<file path="src/rtl/css_pkg.sv">
// Shared defaults and the stage-1 record layout for the carry-select subtractor.
// The optional saturating clamp is selected with the CSS_SUB_SAT_EN macro (see css_sub_pipe).
package css_pkg;

    localparam int CSS_WIDTH = 8;
    localparam int CSS_SPLIT = 4;

    // Stage-1 record at the default geometry; the top declares the same layout for its own WIDTH/SPLIT.
    typedef struct packed {
        logic [CSS_SPLIT-1:0]           dlo;
        logic                           bor_lo;
        logic [CSS_WIDTH-CSS_SPLIT-1:0] dhi0;
        logic                           bor_hi0;
        logic [CSS_WIDTH-CSS_SPLIT-1:0] dhi1;
        logic                           bor_hi1;
    } stage1_t;

endpackage

</file>
<file path="src/rtl/css_sub_seg.sv">
// Combinational W-bit subtract segment: {bout, diff} = a - b - bin.
// bout is the sign bit of the (W+1)-bit result, i.e. set iff a < b + bin.
module css_sub_seg
    import css_pkg::*;
#(
    parameter int W = 4
) (
    input  logic [W-1:0] a,
    input  logic [W-1:0] b,
    input  logic         bin,
    output logic [W-1:0] diff,
    output logic         bout
);

    logic [W:0] full;

    always_comb begin
        full = {1'b0, a} - {1'b0, b} - {{W{1'b0}}, bin};
    end

    assign diff = full[W-1:0];
    assign bout = full[W];

endmodule

</file>
<file path="src/rtl/css_sub_pipe.sv">
// Two-stage pipelined carry-select subtractor with valid/ready on both sides.
// Define CSS_SUB_SAT_EN to clamp diff to zero whenever a < b (borrow still reported).
module css_sub_pipe
    import css_pkg::*;
#(
    parameter int WIDTH = CSS_WIDTH,
    parameter int SPLIT = CSS_SPLIT
) (
    input  logic             clk,
    input  logic             rst,
    input  logic             in_valid,
    output logic             in_ready,
    input  logic [WIDTH-1:0] a,
    input  logic [WIDTH-1:0] b,
    output logic             out_valid,
    input  logic             out_ready,
    output logic [WIDTH-1:0] diff,
    output logic             borrow
);

    localparam int HI = WIDTH - SPLIT;

    if (WIDTH < 2 || SPLIT < 1 || SPLIT > WIDTH - 1) begin : g_bad_params
        $error("css_sub_pipe: illegal WIDTH/SPLIT combination");
    end

    typedef struct packed {
        logic [SPLIT-1:0] dlo;
        logic             bor_lo;
        logic [HI-1:0]    dhi0;
        logic             bor_hi0;
        logic [HI-1:0]    dhi1;
        logic             bor_hi1;
    } s1_t;

    s1_t              s1_q, s1_d, s1_new;
    logic             s1_valid_q, s1_valid_d;
    logic             s2_valid_q, s2_valid_d;
    logic [WIDTH-1:0] diff_q, diff_d;
    logic             borrow_q, borrow_d;

    logic [SPLIT-1:0] dlo_w;
    logic [HI-1:0]    dhi0_w, dhi1_w;
    logic             bor_lo_w, bor_hi0_w, bor_hi1_w;

    logic             s2_load, s1_adv, in_ready_c, s1_accept;
    logic [HI-1:0]    sel_dhi;
    logic             sel_bor;
    logic [WIDTH-1:0] res_diff;

    // Low segment plus both speculative high segments (borrow-in 0 and 1).
    css_sub_seg #(.W(SPLIT)) u_lo (
        .a(a[SPLIT-1:0]), .b(b[SPLIT-1:0]), .bin(1'b0), .diff(dlo_w), .bout(bor_lo_w)
    );
    css_sub_seg #(.W(HI)) u_hi0 (
        .a(a[WIDTH-1:SPLIT]), .b(b[WIDTH-1:SPLIT]), .bin(1'b0), .diff(dhi0_w), .bout(bor_hi0_w)
    );
    css_sub_seg #(.W(HI)) u_hi1 (
        .a(a[WIDTH-1:SPLIT]), .b(b[WIDTH-1:SPLIT]), .bin(1'b1), .diff(dhi1_w), .bout(bor_hi1_w)
    );

    always_comb begin
        s1_new.dlo     = dlo_w;
        s1_new.bor_lo  = bor_lo_w;
        s1_new.dhi0    = dhi0_w;
        s1_new.bor_hi0 = bor_hi0_w;
        s1_new.dhi1    = dhi1_w;
        s1_new.bor_hi1 = bor_hi1_w;

        sel_dhi  = s1_q.bor_lo ? s1_q.dhi1 : s1_q.dhi0;
        sel_bor  = s1_q.bor_lo ? s1_q.bor_hi1 : s1_q.bor_hi0;
        res_diff = {sel_dhi, s1_q.dlo};
`ifdef CSS_SUB_SAT_EN
        if (sel_bor) begin
            res_diff = '0;
        end
`endif
    end

    // in_ready depends only on registered state and out_ready, never on in_valid.
    always_comb begin
        s2_load    = !s2_valid_q || out_ready;
        s1_adv     = s1_valid_q && s2_load;
        in_ready_c = !s1_valid_q || s1_adv;
        s1_accept  = in_valid && in_ready_c;

        s1_valid_d = s1_valid_q;
        s1_d       = s1_q;
        s2_valid_d = s2_valid_q;
        diff_d     = diff_q;
        borrow_d   = borrow_q;

        if (s1_adv) begin
            s1_valid_d = 1'b0;
        end
        if (s1_accept) begin
            s1_valid_d = 1'b1;
            s1_d       = s1_new;
        end
        if (s2_load) begin
            s2_valid_d = s1_valid_q;
            if (s1_valid_q) begin
                diff_d   = res_diff;
                borrow_d = sel_bor;
            end
        end
    end

    always_ff @(posedge clk or posedge rst) begin
        if (rst) begin
            s1_valid_q <= 1'b0;
            s1_q       <= '0;
            s2_valid_q <= 1'b0;
            diff_q     <= '0;
            borrow_q   <= 1'b0;
        end else begin
            s1_valid_q <= s1_valid_d;
            s1_q       <= s1_d;
            s2_valid_q <= s2_valid_d;
            diff_q     <= diff_d;
            borrow_q   <= borrow_d;
        end
    end

    assign in_ready  = in_ready_c;
    assign out_valid = s2_valid_q;
    assign diff      = diff_q;
    assign borrow    = borrow_q;

endmodule

</file>
<file path="config.mk">
export PLATFORM = sky130hd
export DESIGN_NAME = css_sub_pipe
export DESIGN_NICKNAME = d
export VERILOG_FILES = /design/src/rtl/css_pkg.sv /design/src/rtl/css_sub_seg.sv /design/src/rtl/css_sub_pipe.sv
export SDC_FILE = /design/constraint.sdc
export NUM_CORES = 1
export LEC_CHECK = 0
export BUFFER_PORTS_ARGS = -buffer_cell sky130_fd_sc_hd__buf_2
export CAP_MARGIN = 20
export CORE_MARGIN = 1.5
export CORE_UTILIZATION = 51
export CTS_BUF_LIST = sky130_fd_sc_hd__clkbuf_8
export CTS_CLUSTER_DIAMETER = 50
export DETAILED_ROUTE_END_ITERATION = 8
export GPL_TIMING_DRIVEN = 0
export HOLD_SLACK_MARGIN = 0.08
export PLACE_DENSITY = 0.73
export SETUP_SLACK_MARGIN = 0.05
export SYNTH_ARGS = -nofsm -noshare
export SYNTH_HDL_FRONTEND = slang
export SYNTH_HIERARCHICAL = 1
export SYNTH_SLANG_ARGS = --single-unit
</file>
<file path="constraint.sdc">
create_clock -name clk -period 1.4 [get_ports clk]
set_clock_uncertainty 0.05 [all_clocks]
set_input_delay 0.21 -clock clk [delete_from_list [all_inputs] [get_ports clk]]
set_output_delay 0.21 -clock clk [all_outputs]
set_load 0.005 [all_outputs]
</file>
==> run_summary.xml <==
<?xml version="1.0" encoding="UTF-8"?>
<metrics>
  <group name="setup_path">
    <metric name="timing.critical_path.fanout_max" unit="">2</metric>
    <metric name="cp.arrival" unit="ns">1.73</metric>
    <metric name="worst-setup-path-type" unit="">input pin to flip-flop</metric>
    <metric name="worst_setup_path_end_kind" unit="">flip-flop</metric>
    <metric name="worstSetupStartpointType" unit="">input pin</metric>
    <metric name="required" unit="ns">1.51</metric>
  </group>
  <group name="placement">
    <metric name="place.port_buffers" unit="">30</metric>
    <metric name="gp_congestion" unit="">0.712</metric>
    <metric name="hpwlAfterDp" unit="mm">2.19</metric>
  </group>
  <group name="grt">
    <metric name="grt_first_pass_wirelength" unit="mm">4.70</metric>
    <metric name="globalRoute.totalOverflow" unit="">0</metric>
    <metric name="antenna_violations_before_repair" unit="">0</metric>
    <metric name="grt_max_degree" unit="">27</metric>
    <metric name="global_route.usage.total" unit="%">17.2</metric>
    <metric name="grt_pass1_vias" unit="">1113</metric>
  </group>
  <group name="clock_tree">
    <metric name="clkLatencyLatePin" unit="ns">0.27</metric>
    <metric name="cts_made_buffers" unit="">3</metric>
    <metric name="tritoncts" unit="">yes</metric>
    <metric name="cts.hold.buffers_added" unit="">0</metric>
    <metric name="clk_slew_on_worst_s_h_paths" unit="ns">0.09</metric>
    <metric name="cts_num_sinks" unit="">26</metric>
    <metric name="cts_max_level" unit="">1</metric>
    <metric name="cts-root-buf" unit="">sky130_fd_sc_hd__clkbuf_8</metric>
    <metric name="clock_tree.buffer_depth" unit="">2</metric>
  </group>
  <group name="power">
    <metric name="power.ir.vdd_worst" unit="V">0.000582</metric>
    <metric name="power_frac_clock" unit="%">21.9</metric>
    <metric name="power.total" unit="W">0.00281</metric>
    <metric name="power.combinational.fraction" unit="%">37.6</metric>
    <metric name="pwr-share-seq" unit="%">40.4</metric>
    <metric name="internal-power" unit="W">0.00200</metric>
    <metric name="p_sw" unit="W">0.000810</metric>
    <metric name="power.density" unit="mW/mm2">1220</metric>
    <metric name="power_switching_share" unit="%">28.8</metric>
    <metric name="p_leak" unit="nW">1.14</metric>
  </group>
  <group name="floorplan">
    <metric name="die_width" unit="um">61.4</metric>
    <metric name="die_height" unit="um">61.4</metric>
    <metric name="initial_core_utilization" unit="%">52.5</metric>
    <metric name="fp-row-count" unit="">21</metric>
    <metric name="pin_count" unit="">31</metric>
    <metric name="design.core.area" unit="mm2">0.00331</metric>
    <metric name="die_area" unit="mm2">0.00377</metric>
  </group>
  <group name="outcome">
    <metric name="violations" unit="">setup timing</metric>
    <metric name="status" unit="">finished with violations</metric>
  </group>
  <group name="routing">
    <metric name="num_vias" unit="">1106</metric>
    <metric name="detail-route-antenna-nets" unit="">0</metric>
    <metric name="drc" unit="">0</metric>
    <metric name="route.final.wire_length" unit="mm">2.99</metric>
    <metric name="count_of_routing_violations_after_the_opening_detailed_route_iteration" unit="">30</metric>
    <metric name="vias_per_cell" unit="">4.71</metric>
    <metric name="detail_route.first_pass.iterations" unit="">3</metric>
    <metric name="detail_route.wl_per_cell" unit="um">12.7</metric>
  </group>
  <group name="logic_synthesis">
    <metric name="synthDominantCellAreaShare" unit="%">37.4</metric>
    <metric name="synth.cell_area" unit="mm2">0.00174</metric>
    <metric name="yosys_register_bits" unit="">26</metric>
    <metric name="netlist_instances" unit="">146</metric>
    <metric name="seq_area_frac_synth" unit="%">37.4</metric>
    <metric name="count_of_warnings_emitted_by_yosys" unit="">6</metric>
    <metric name="count_of_cell_types_in_the_netlist" unit="">23</metric>
    <metric name="synth.area.top_cells" unit="">sky130_fd_sc_hd__dfrtp_1 37%, sky130_fd_sc_hd__ha_1 13%, sky130_fd_sc_hd__mux2_4 8.6%</metric>
    <metric name="post_syn_area_per_cell" unit="um2">11.9</metric>
    <metric name="post_synthesis_cell_type_with_the_largest_combined_area" unit="">sky130_fd_sc_hd__dfrtp_1</metric>
  </group>
  <group name="final_layout">
    <metric name="syn2layout_area_growth" unit="%">33.1</metric>
    <metric name="drive_above_1_share" unit="%">50.8</metric>
    <metric name="finish.net_count" unit="">234</metric>
    <metric name="num_antenna_cells" unit="">0</metric>
  </group>
  <group name="flow_run">
    <metric name="max_cap_violations" unit="">0</metric>
  </group>
  <group name="timing">
    <metric name="slew_headroom" unit="%">38.6</metric>
    <metric name="grt_setup_unrepaired" unit="">true</metric>
    <metric name="achievable-frequency" unit="GHz">0.619</metric>
    <metric name="finalSetupTns" unit="ns">-1.68</metric>
    <metric name="layout_setup_ws" unit="ns">-0.217</metric>
    <metric name="final-setup-viol-count" unit="">12</metric>
    <metric name="layout_min_cycle_time" unit="ns">1.62</metric>
    <metric name="timing.final.hold_violations" unit="">0</metric>
    <metric name="final.period_utilization" unit="%">115</metric>
    <metric name="worst-slew-pin-transition" unit="ns">0.920</metric>
    <metric name="timing.final.max_slew_violations" unit="">0</metric>
  </group>
  <group name="worst_hold_path">
    <metric name="type_of_the_most_critical_hold_path" unit="">input pin to asynchronous set/reset pin</metric>
  </group>
</metrics>
-- cell usage after synthesis, drive strengths merged --
master and instances:
a21oi 13, mux2i 5, fa 6, mux2 19, inv 25, xor2 12, ha 18, nand2 2
or2b 1, o21ai 3, and2 1, buf 3, clkbuf 1, nand3b 4, dfrtp 26, nand2b 5
conb 2
-- flip-flops by register name, summed over array words and instances, names as in the netlist --
| register | count |
|---|---|
| s1_valid_q | 1 |
| diff | 8 |
| s1_q | 11 |
| res_diff | 4 |
| out_valid | 1 |
| borrow | 1 |
-- worst max-delay path: stages --
cell	delay, ns
sky130_fd_sc_hd__buf_8	0.08
sky130_fd_sc_hd__inv_4	0.03
sky130_fd_sc_hd__fa_2	0.40
sky130_fd_sc_hd__fa_2	0.38
sky130_fd_sc_hd__nand2b_4	0.15
sky130_fd_sc_hd__a21oi_2	0.14
sky130_fd_sc_hd__xor2_1	0.08
sky130_fd_sc_hd__mux2_2	0.26
-- placed cells by master (no fill, tap or decap), types with 4 or more instances in the layout --
cell and n:
sky130_fd_sc_hd__a21oi_1 10, sky130_fd_sc_hd__buf_2 27, sky130_fd_sc_hd__buf_6 8, sky130_fd_sc_hd__dfrtp_1 26, sky130_fd_sc_hd__fa_2 6, sky130_fd_sc_hd__ha_1 12, sky130_fd_sc_hd__ha_4 6, sky130_fd_sc_hd__inv_1 19
sky130_fd_sc_hd__inv_2 4, sky130_fd_sc_hd__mux2_2 6, sky130_fd_sc_hd__mux2_4 13, sky130_fd_sc_hd__mux2i_1 5, sky130_fd_sc_hd__xor2_1 10
-- cell families after synthesis --
kind of cell / count (synthesis) / synth area share (%)
multiplexers: 24 / 17.4
other: 2 / 0.432
XOR/XNOR: 12 / 6.05
adder cells (fa/ha/maj): 24 / 19.9
AND/OR/NAND/NOR: 13 / 5.90
buffers and inverters: 29 / 7.70
AO/OA/AOI/OAI: 16 / 5.26
flip-flops: 26 / 37.4
-- layout make-up --
type,instances,area (um2)
Buffer,4,40.0
Clock inverter,1,30.0
Sequential cell,26,651
Tap cell,46,57.6
Multi-Input combinational cell,92,1130
Clock buffer,3,41.3
Fill cell,239,997
Timing Repair Buffer,38,262
Inverter,25,98.8
-- routing by layer --
| metal | global-route usage, % | share of wire, % |
|---|---|---|
| met1 | 21.8 | 44 |
| met2 | 28.9 | 52 |
| met3 | 2.52 | 2.5 |
| met4 | 8.21 | 2.2 |
| met5 | 0 | 0 |
-- power groups by stage --
stage | sequential [W] | clock (W) | combinational, W
after floorplan | 0.00113 | 0 | 0.000626
after global placement | 0.00113 | 0 | 0.000858
after detailed placement | 0.00115 | 0 | 0.000892
after CTS | 0.00114 | 0.000622 | 0.000978
after global routing | 0.00117 | 0.000663 | 0.00117
final | 0.00114 | 0.000618 | 0.00106
-- path summary, 6_finish.rpt --
path,from,endpoint,slack [ns],depth (start not counted)
worst max-delay path,b[4],s1_q[0],-0.22,8
worst min-delay path,rst,diff[3],0.08,2
worst max register to register,s1_valid_q,res_diff[1],0.10,5
worst min register to register,diff[3],diff[3],0.46,1
max in group asynchronous,rst,diff[6],0.66,2
min in group clk,in_valid,s1_valid_q,0.17,2
-- timing repair --
item,4_1_cts,5_1_grt
cloned,0,0
endpoints found under the setup margin,12,19
pin swaps,16,12
resized for setup,21,17
buffers inserted,3,5
-- through the flow --
step                      hold WS [ns]  std cells  setup WS, ns  cell area (um2)  util (%)
after global routing             0.168        235        -0.251             2310      69.9
after detailed placement         0.403        223        -0.558             1970      59.4
after global placement           0.388        223        -0.532             1970      59.4
after CTS                        0.120        230        -0.209             2170      65.7
final                           0.0779        235        -0.217             2310      69.9
after floorplan                  0.200        147        -0.342             1760         -
Power figures use the tool's default switching activity.
